`config.mk`:
```
export PLATFORM = sky130hd
export DESIGN_NAME = piso_stream_serializer
export DESIGN_NICKNAME = d
export VERILOG_FILES = /design/src/rtl/piso_stream_serializer.sv
export SDC_FILE = /design/constraint.sdc
export NUM_CORES = 1
export LEC_CHECK = 0
export ABC_AREA = 1
export BUFFER_PORTS_ARGS = -buffer_cell sky130_fd_sc_hd__buf_4
export CAP_MARGIN = 20
export CORE_MARGIN = 2
export CORE_UTILIZATION = 50
export DETAILED_ROUTE_END_ITERATION = 8
export PLACE_DENSITY = 0.78
export SLEW_MARGIN = 20
export SYNTH_ARGS = -nofsm -noshare
export SYNTH_HDL_FRONTEND = slang
export SYNTH_SLANG_ARGS = --single-unit
```
`constraint.sdc`:
```
create_clock -name clk -period 4.1 [get_ports clk]
set_clock_uncertainty 0.05 [all_clocks]
set_input_delay 0.615 -clock clk [delete_from_list [all_inputs] [get_ports clk]]
set_output_delay 0.615 -clock clk [all_outputs]
set_load 0.05 [all_outputs]
```
`src/rtl/piso_stream_serializer.sv`:
```
`default_nettype none
// +--------------------------------------------------------------------------+
// | piso_stream_serializer: handshake-loaded PISO with one-word hold buffer   |
// | Revision: 1.0                                                             |
// +--------------------------------------------------------------------------+
module piso_stream_serializer #(
  parameter int DATA_W    = 128,
  parameter int LANES     = 1,
  parameter bit MSB_FIRST = 1'b1
) (
  input  logic              clk,
  input  logic              reset_n,
  input  logic              load_valid,
  output logic              load_ready,
  input  logic [DATA_W-1:0] data_in,
  input  logic              ser_en,
  input  logic              abort,
  output logic [LANES-1:0]  serial_out,
  output logic              ser_valid,
  output logic              word_done,
  output logic              busy
);

  localparam int BEATS = DATA_W / LANES;
  localparam int CNT_W = (BEATS > 1) ? $clog2(BEATS) : 1;
  localparam logic [CNT_W-1:0] LAST_CNT = CNT_W'(BEATS - 1);

  generate
    if (DATA_W % LANES != 0) begin : g_width_check
      $fatal(1, "piso_stream_serializer: DATA_W must be a multiple of LANES");
    end
  endgenerate

  typedef enum logic [0:0] {
    ST_IDLE  = 1'b0,
    ST_SHIFT = 1'b1
  } state_t;

  state_t              state_q, state_d;
  logic [DATA_W-1:0]   shreg_q, shreg_d;
  logic [DATA_W-1:0]   hold_q, hold_d;
  logic                hold_full_q, hold_full_d;
  logic [CNT_W-1:0]    cnt_q, cnt_d;

  logic                accept;
  logic                beat;
  logic                last_beat;
  logic [DATA_W-1:0]   shreg_adv;
  logic [LANES-1:0]    lane_grp;

  // Output end of the shifter and the zero-filled advance toward it
  generate
    if (MSB_FIRST) begin : g_msb_first
      assign lane_grp  = shreg_q[DATA_W-1 -: LANES];
      assign shreg_adv = shreg_q << LANES;
    end else begin : g_lsb_first
      assign lane_grp  = shreg_q[LANES-1:0];
      assign shreg_adv = shreg_q >> LANES;
    end
  endgenerate

  assign load_ready = ~hold_full_q;
  assign accept     = load_valid & ~hold_full_q;
  assign ser_valid  = (state_q == ST_SHIFT);
  assign beat       = ser_valid & ser_en;
  assign last_beat  = beat & (cnt_q == LAST_CNT);
  assign word_done  = last_beat & ~abort;
  assign busy       = ser_valid | hold_full_q;
  assign serial_out = ser_valid ? lane_grp : '0;

  always_comb begin
    state_d     = state_q;
    shreg_d     = shreg_q;
    hold_d      = hold_q;
    hold_full_d = hold_full_q;
    cnt_d       = cnt_q;

    if (abort) begin
      state_d     = ST_IDLE;
      shreg_d     = '0;
      hold_d      = '0;
      hold_full_d = 1'b0;
      cnt_d       = '0;
    end else begin
      case (state_q)
        ST_IDLE: begin
          if (accept) begin
            shreg_d = data_in;
            cnt_d   = '0;
            state_d = ST_SHIFT;
          end
        end
        ST_SHIFT: begin
          if (last_beat) begin
            // Refill from hold first, then from a same-cycle accept, for zero-gap streaming
            cnt_d = '0;
            if (hold_full_q) begin
              shreg_d     = hold_q;
              hold_full_d = 1'b0;
            end else if (accept) begin
              shreg_d = data_in;
            end else begin
              shreg_d = shreg_adv;
              state_d = ST_IDLE;
            end
          end else begin
            if (beat) begin
              shreg_d = shreg_adv;
              cnt_d   = cnt_q + CNT_W'(1);
            end
            if (accept) begin
              hold_d      = data_in;
              hold_full_d = 1'b1;
            end
          end
        end
        default: state_d = ST_IDLE;
      endcase
    end
  end

  always_ff @(posedge clk or negedge reset_n) begin
    if (!reset_n) begin
      state_q     <= ST_IDLE;
      shreg_q     <= '0;
      hold_q      <= '0;
      hold_full_q <= 1'b0;
      cnt_q       <= '0;
    end else begin
      state_q     <= state_d;
      shreg_q     <= shreg_d;
      hold_q      <= hold_d;
      hold_full_q <= hold_full_d;
      cnt_q       <= cnt_d;
    end
  end

endmodule
`default_nettype wire

```
Word level (Yosys, flattened, before mapping)
Index checks and enable logic that the tools add are counted.

Logic and storage cells: 49. Flip-flop bits (word level): 265.

Reductions and logical operators: 6. Muxes and demuxes: 25. Equality and inequality tests: 4. $add $sub $neg: 1. Bitwise logic cells: 8.

Operators by type and width (count): $mux W128 (9); $pmux W128 S2 (1); $mux W7 (4); $pmux W7 S2 (1); $mux W1 (9); $add A7 B1 Y7 const B (1); $eq A7 B7 Y1 const B (1); $and A1 B1 Y1 (4); $ne A4 B2 Y1 const B (1); $reduce_and A2 Y1 (2); $reduce_bool A2 Y1 (2); $ne A3 B3 Y1 const B (1); $not A1 Y1 (3); $reduce_and A3 Y1 (1); $reduce_bool A3 Y1 (1); $ne A2 B2 Y1 const B (1); $pmux W1 S2 (1); $or A1 B1 Y1 (1).

Longest topological paths before layout
Gate-level depths: netlist (run 1).

Word-level depth: 7. Gate-level depth with buffers: 11.

Worst setup path after synthesis (run 1)
OpenSTA, ideal clock, no wires.

Kind: register -> output. Start: reg hold_full_q. End: out busy. Stages on the path, launching flop included: 5. Path buffers: 2. Arrival time: 1.802 ns. Path slack: 1.633 ns. Path through: dfrtp_1 > inv_2 > buf_2 > buf_1 > nand2_1.

Longest elaborated chain between the ends: 1.

Ends and longest elaborated chain: from (decl) (RTL line 42) `logic hold_full_q, hold_full_d;`; from (signal assigned) (RTL line 133) `hold_full_q <= hold_full_d;`; $or A1 B1 Y1 (RTL line 68) `assign busy = ser_valid | hold_full_q;`; to (decl) (RTL line 21) `output logic busy`.

Every way passes these cells.

Final worst setup path (run 1)
Start: reg state_q, in the netlist ser_valid. End: out ser_valid.

RTL lines: from (decl) (RTL line 39) `state_t state_q, state_d;`; from (signal assigned) (RTL line 130) `state_q <= state_d;`; to (decl) (RTL line 19) `output logic ser_valid,`.

No word-level cell between the ends.

==> flow_summary.yaml, run 1 <==
status:
  status: "finished, final reports clean"
floorplan:
  die_area_mm2: 0.0350
  die_y_um: 187
  start_util: 0.504
  die_w_um: 187
  core_area_mm2: 0.0333
  rows: 67
  io_pins: 138
clock_network:
  cts_tree: "yes"
  clk_path_buf_depth: 3
  clock_latency_ns: 0.56
  post-cts-setup-buffer-count: 0
  clockRootBuffer: "clkbuf_16"
  clkTransAtPathRegs_ns: 0.06
  htree_levels: 1
  hold_buffers: 0
  numCtsBuffers: 30
  cts_num_sinks: 265
  cts_resized: 0
detailed_routing:
  drt_wl_total_mm: 47.4
  drt_pass1_iterations: 5
  drcViolationCount: 0
  wl_per_cell_um: 15.5
  viasPerCell: 5.53
  vias: 16871
  drt_iter0_drc: 1827
  ant_nets: 0
setup_path:
  worstReg2RegStart: "ser_valid"
  cp-start-kind: "flip-flop"
  rr_worst_depth: 8
  worstPathArrival_ns: 2.67
  critical-path-slowest-cell: "buf_4"
  cpMostUsedCell: "buf_4"
  critical_path_class: "flip-flop to primary output"
  slowest_delay_ns: 0.87
  critPathMaxFanout: 101
  cp.required_ns: 3.43
  crit_chain: "buf_4, buf_4"
  worst_setup_path_end_kind: "primary output"
  reg2reg_setup_slack_ns: 1.13
  timing.rr.end: "shreg_q[68]"
logic_synthesis:
  yosysUniqueCellTypes: 25
  synth_area_mm2: 0.0168
  yosysTopAreaCell: "dfrtp_1"
  syn_nets: 2713
  ys_ff_latch: 265
  syn-mean-instance-area_um2: 6.51
  yosysMostFrequentCell: "nand2_1"
  async_flop_share: 1.00
  synth_edf_count: 0
  ys_seq_area_frac: 0.395
  synth_common_cells: "nand2_1, nand3_1, dfrtp_1"
  ys.flop_type: "dfrtp_1"
  yosysWarnings: 0
  yosysTopAreaCellShare: 0.395
  yosys-top-cells-area: "dfrtp_1, nand2_1, nand3_1"
  synthCells: 2579
placed_design:
  numPortBuffers: 137
  post-place-ws_ns: 1.20
  globalplace.congestion: 0.775
  dp_cells: 2992
  dpl.hpwl_mm: 25.5
sta:
  final.setup.tns_ns: 0
  timing.final.crit_share: 0.814
  maxSlewHeadroom: 0.270
  setup_viol_count_final: 0
  min_period_ns: 3.34
  setup_slack_ns: 0.761
  rsz0062_at_grt: "no"
  worstMarginPinSlew_ns: 1.10
  clock.fmax_ghz: 0.299
  report.final.slew_viol_count: 0
  finalHoldViolations: 0
grt:
  grt_pass1_vias: 16388
  grt_overflow: 0
  antenna_found_initial: 5
  grt_max_degree: 134
  grt_pass1_wl_mm: 79.6
  grtUsageTotal: 0.268
power_and_ir_drop:
  power_density_mw_per_mm2: 400
  p_switching_mw: 2.33
  ir_drop_v: 0.000376
  pwr-share-comb: 0.213
  leakagePower_nw: 9.85
  p_seq_frac: 0.419
  intPower_mw: 5.15
  clkPwrFrac: 0.369
  swShare: 0.312
job:
  cap_viol_max_count: 0
finish:
  drive_gt1_frac: 0.134
  final_cells: 3049
  area_growth_pct: 11.6
  fin_nets: 2710
min_path:
  hold_class: "primary input to asynchronous set/reset pin"
## worst max path at each step
stage	startpoint	end	slack, ns	depth (start not counted)
after floorplan	hold_full_q	busy	1.63	4
after global placement	ser_valid	shreg_q[83]	1.23	8
after detailed placement	ser_valid	shreg_q[85]	1.20	8
after CTS	ser_valid	ser_valid	0.80	2
after global routing	ser_valid	ser_valid	0.66	2
final	ser_valid	ser_valid	0.76	2
## power groups by stage
stage	combinational (mW)	clock [mW]	sequential, mW
global placement	1.53	0	3.16
CTS	1.59	2.80	3.13
detailed placement	1.58	0	3.17
floorplan	1.15	0	3.11
finish	1.59	2.76	3.14
global route	1.82	2.89	3.17
## per-stage QoR
stage / cell area [µm²] / power (mW) / hold WS [ns] / util
4_1_cts: 18700 / 7.52 / 0.0437 / 0.562
3_5_place_dp: 17700 / 4.75 / 0.401 / 0.532
2_1_floorplan: 16800 / 4.26 / 0.269 / -
6_report: 18700 / 7.49 / 0.0238 / 0.563
3_3_place_gp: 17700 / 4.69 / 0.396 / 0.532
5_1_grt: 18700 / 7.89 / 0.0945 / 0.563
## flip-flops by register name, indices dropped and copies added (netlist names)
name	cells
ser_valid	1
hold_full_q	1
hold_q	128
cnt_q	7
shreg_q	128
## cell usage in the layout (no fill, tap or decap), types with 2 or more instances in the layout
| cell type | instances |
|---|---|
| buf_12 | 9 |
| buf_4 | 151 |
| buf_6 | 2 |
| bufinv_16 | 2 |
| clkbuf_1 | 10 |
| clkbuf_16 | 31 |
| clkbuf_8 | 8 |
| clkinv_2 | 2 |
| dfrtp_1 | 264 |
| diode_2 | 3 |
| inv_1 | 136 |
| inv_2 | 2 |
| inv_4 | 3 |
| nand2_1 | 1047 |
| nand2_4 | 2 |
| nand3_1 | 389 |
| nand4_1 | 129 |
| nor2_1 | 262 |
| nor2_4 | 2 |
| o21ai_0 | 5 |
| or2_2 | 127 |
## layer usage
metal	up-vias	GRT usage	share of wire
li1	8122	-	-
met1	7943	0.355	0.42
met2	715	0.442	0.47
met3	87	0.0390	0.076
met4	4	0.111	0.030
met5	-	0	0.00063
## critical path: cells and delay by family (launching register included)
| kind | cells | cell delay [ns] |
|---|---|---|
| buffers and inverters | 2 | 1.22 |
| flip-flops | 1 | 0.77 |
## cell type report
cell class              instances  area (µm²)
diodes                          3        7.51
clock buffers                  49         923
clock inverters                 5        77.6
fillers                      3059       14600
inverters                     142         546
multi-input cells            1974        8630
flip-flops and latches        265        6640
well taps                     448         561
repair buffers                163        1350
## kinds of logic (layout without fill, tap and decap cells)
logic type                 count (synthesis)  count (layout)  share of synthesized area
DFF                                      265             265                      0.395
buffers and inverters                    340             359                     0.0926
adders and majority gates                  1               1                   0.000745
and+or+nand+nor                         1963            1963                      0.508
other                                      0               3                          0
AOI/OAI and AO/OA                         10              10                    0.00328
Note: power is estimated with default switching activity, not from simulation.
==> inputs of run 2 (changes only) <==
--- a/config.mk
+++ b/config.mk
@@ -11,7 +11,7 @@
 export CORE_MARGIN = 2
 export CORE_UTILIZATION = 50
 export DETAILED_ROUTE_END_ITERATION = 8
-export PLACE_DENSITY = 0.78
+export PLACE_DENSITY = 0.8
 export SLEW_MARGIN = 20
 export SYNTH_ARGS = -nofsm -noshare
 export SYNTH_HDL_FRONTEND = slang
==> constraint.sdc (replaced) <==
create_clock -name clk -period 2.8 [get_ports clk]
set_clock_uncertainty 0.05 [all_clocks]
set_input_delay 0.42 -clock clk [delete_from_list [all_inputs] [get_ports clk]]
set_output_delay 0.42 -clock clk [all_outputs]
set_load 0.05 [all_outputs]
==> run 2 against run 1 <==
  * Combinational power grew 49%
  * Sequential cell count is the same
  * Clock-buffer cell count shrank 8
  * Wire length grew 1.0%
  * Clock power grew 67%
  * Critical path type unchanged
  * Critical endpoint unchanged
  * Largest cell class unchanged
==> flow_summary.yaml, run 2 (same netlist as run 1, synthesis figures left out) <==
status:
  status: "finished, final reports clean"
finish:
  fin_nets: 2716
  final_common_cell: "nand2_1"
  reg_top3: "hold_q: 128 flops, shreg_q: 128 flops, cnt_q: 7 flops"
  layout_common_cells: "nand2_1, nand3_1, dfrtp_1"
  area_growth_pct: 13.6
  drive_gt1_frac: 0.139
clock_network:
  numCtsBuffers: 30
  clkTransAtPathRegs_ns: 0.07
  cts_tree: "yes"
  clock_latency_ns: 0.57
  post-cts-setup-buffer-count: 0
  cts_num_sinks: 265
  clk_path_buf_depth: 3
  clockRootBuffer: "clkbuf_16"
  htree_levels: 1
sta:
  finalHoldViolations: 0
  worstMarginPinSlew_ns: 1.10
  report.final.slew_viol_count: 0
  final.setup.tns_ns: 0
  setup_viol_count_final: 0
  maxSlewHeadroom: 0.266
  rsz0062_at_grt: "no"
  clock.fmax_ghz: 0.367
  min_period_ns: 2.72
  timing.final.crit_share: 0.972
  setup_slack_ns: 0.0781
setup_path:
  timing.rr.end: "hold_q[10]"
  worst-path-buf-inv: 2
  rr_worst_depth: 6
  slowest_delay_ns: 0.50
  crit_chain: "buf_16, buf_4"
  worst_setup_path_end_kind: "primary output"
  reg2reg_setup_slack_ns: 0.34
  critical_path_class: "flip-flop to primary output"
  cp_top_family: "buffers and inverters"
  critPathMaxFanout: 214
  cp-start-kind: "flip-flop"
  worstPathArrival_ns: 2.25
  critical-path-slowest-cell: "buf_16"
  cp.required_ns: 2.33
  worstReg2RegStart: "hold_full_q"
detailed_routing:
  drt_wl_total_mm: 47.8
  drcViolationCount: 0
  viasPerCell: 5.55
  drt_pass1_iterations: 5
  wl_per_cell_um: 15.7
  ant_nets: 0
  vias: 16970
  drt_iter0_drc: 1697
grt:
  grt_pass1_wl_mm: 79.7
  grt_max_degree: 215
  grt_pass1_vias: 16156
  antenna_found_initial: 6
  grt_overflow: 0
  grtUsageTotal: 0.269
floorplan:
  core_area_mm2: 0.0333
  io_pins: 138
  rows: 67
  die_y_um: 187
  die_w_um: 187
  start_util: 0.504
  die_area_mm2: 0.0350
placed_design:
  post-place-ws_ns: 0.493
  dpl.hpwl_mm: 26.1
  globalplace.congestion: 0.806
  numPortBuffers: 137
job:
  cap_viol_max_count: 0
min_path:
  worstHoldStart: "ser_en"
  hold_path_depth: 3
  hold_class: "primary input to flip-flop"
  hold_end: "cnt_q[5]"
power_and_ir_drop:
  leakagePower_nw: 10.0
  power_density_mw_per_mm2: 606
  ir_drop_v: 0.000499
-- run 2: changes by cell type in the layout (fill, tap and decap cells not counted), sizes merged --
cell,previous run,this run
diode,3,4
clkinv,2,4
bufinv,2,8
clkbuf,49,41
inv,142,143
buf,163,168
dlygate4sd3,0,1
-- run 2: worst max-delay path by stage --
stage | start | end | slack (ns) | depth (start not counted)
3_3_place_gp | hold_full_q | hold_q[30] | 0.60 | 6
5_1_grt | ser_valid | serial_out | 0.04 | 4
3_5_place_dp | hold_full_q | hold_q[10] | 0.49 | 6
2_1_floorplan | hold_full_q | busy | 0.53 | 4
6_report | ser_valid | ser_valid | 0.08 | 2
4_1_cts | ser_valid | serial_out | 0.04 | 4
-- run 2: cell type report --
type	instances	area, µm²
multi-input cells	1974	8630
flip-flops and latches	265	6640
clock buffers	41	883
inverters	142	546
clock inverters	14	277
fillers	3065	14200
well taps	448	561
diodes	4	10.0
repair buffers	169	1520
-- run 2: metrics by stage --
stage	hold WS, ns	std cells	power [mW]	utilization	cell area, µm²
floorplan	0.0744	2579	6.23	-	16800
global placement	0.277	2997	6.87	0.537	17900
detailed placement	0.276	2997	6.97	0.537	17900
CTS	0.0521	3053	11.6	0.572	19000
global route	0.0754	3056	12.1	0.573	19100
finish	0.0627	3057	11.6	0.573	19100
-- run 2: per-layer routing --
layer,vias up,share of wire,track usage
met5,-,0.00050,0
met4,4,0.027,0.0907
met3,94,0.074,0.0420
met2,645,0.47,0.441
met1,8107,0.43,0.365
li1,8120,-,-
-- run 2: repair_timing --
action | CTS | global route
hold endpoints to repair | 31 | 0
endpoints found under the setup margin | 0 | 1
hold buffers | 1 | 0
resized for setup | 0 | 1
-- run 2: where the power goes --
part	total (mW)	leakage, nW	internal [mW]	switching (mW)
Clock	4.61	0.569	2.93	1.68
Combinational	2.37	6.00	0.880	1.49
Sequential	4.57	3.44	4.27	0.301
-- run 2: tightest hold or removal path: cells and delay by family --
| kind | cells | cell delay [ns] |
|---|---|---|
| simple gates | 2 | 0.13 |
| buf+inv | 1 | 0.10 |
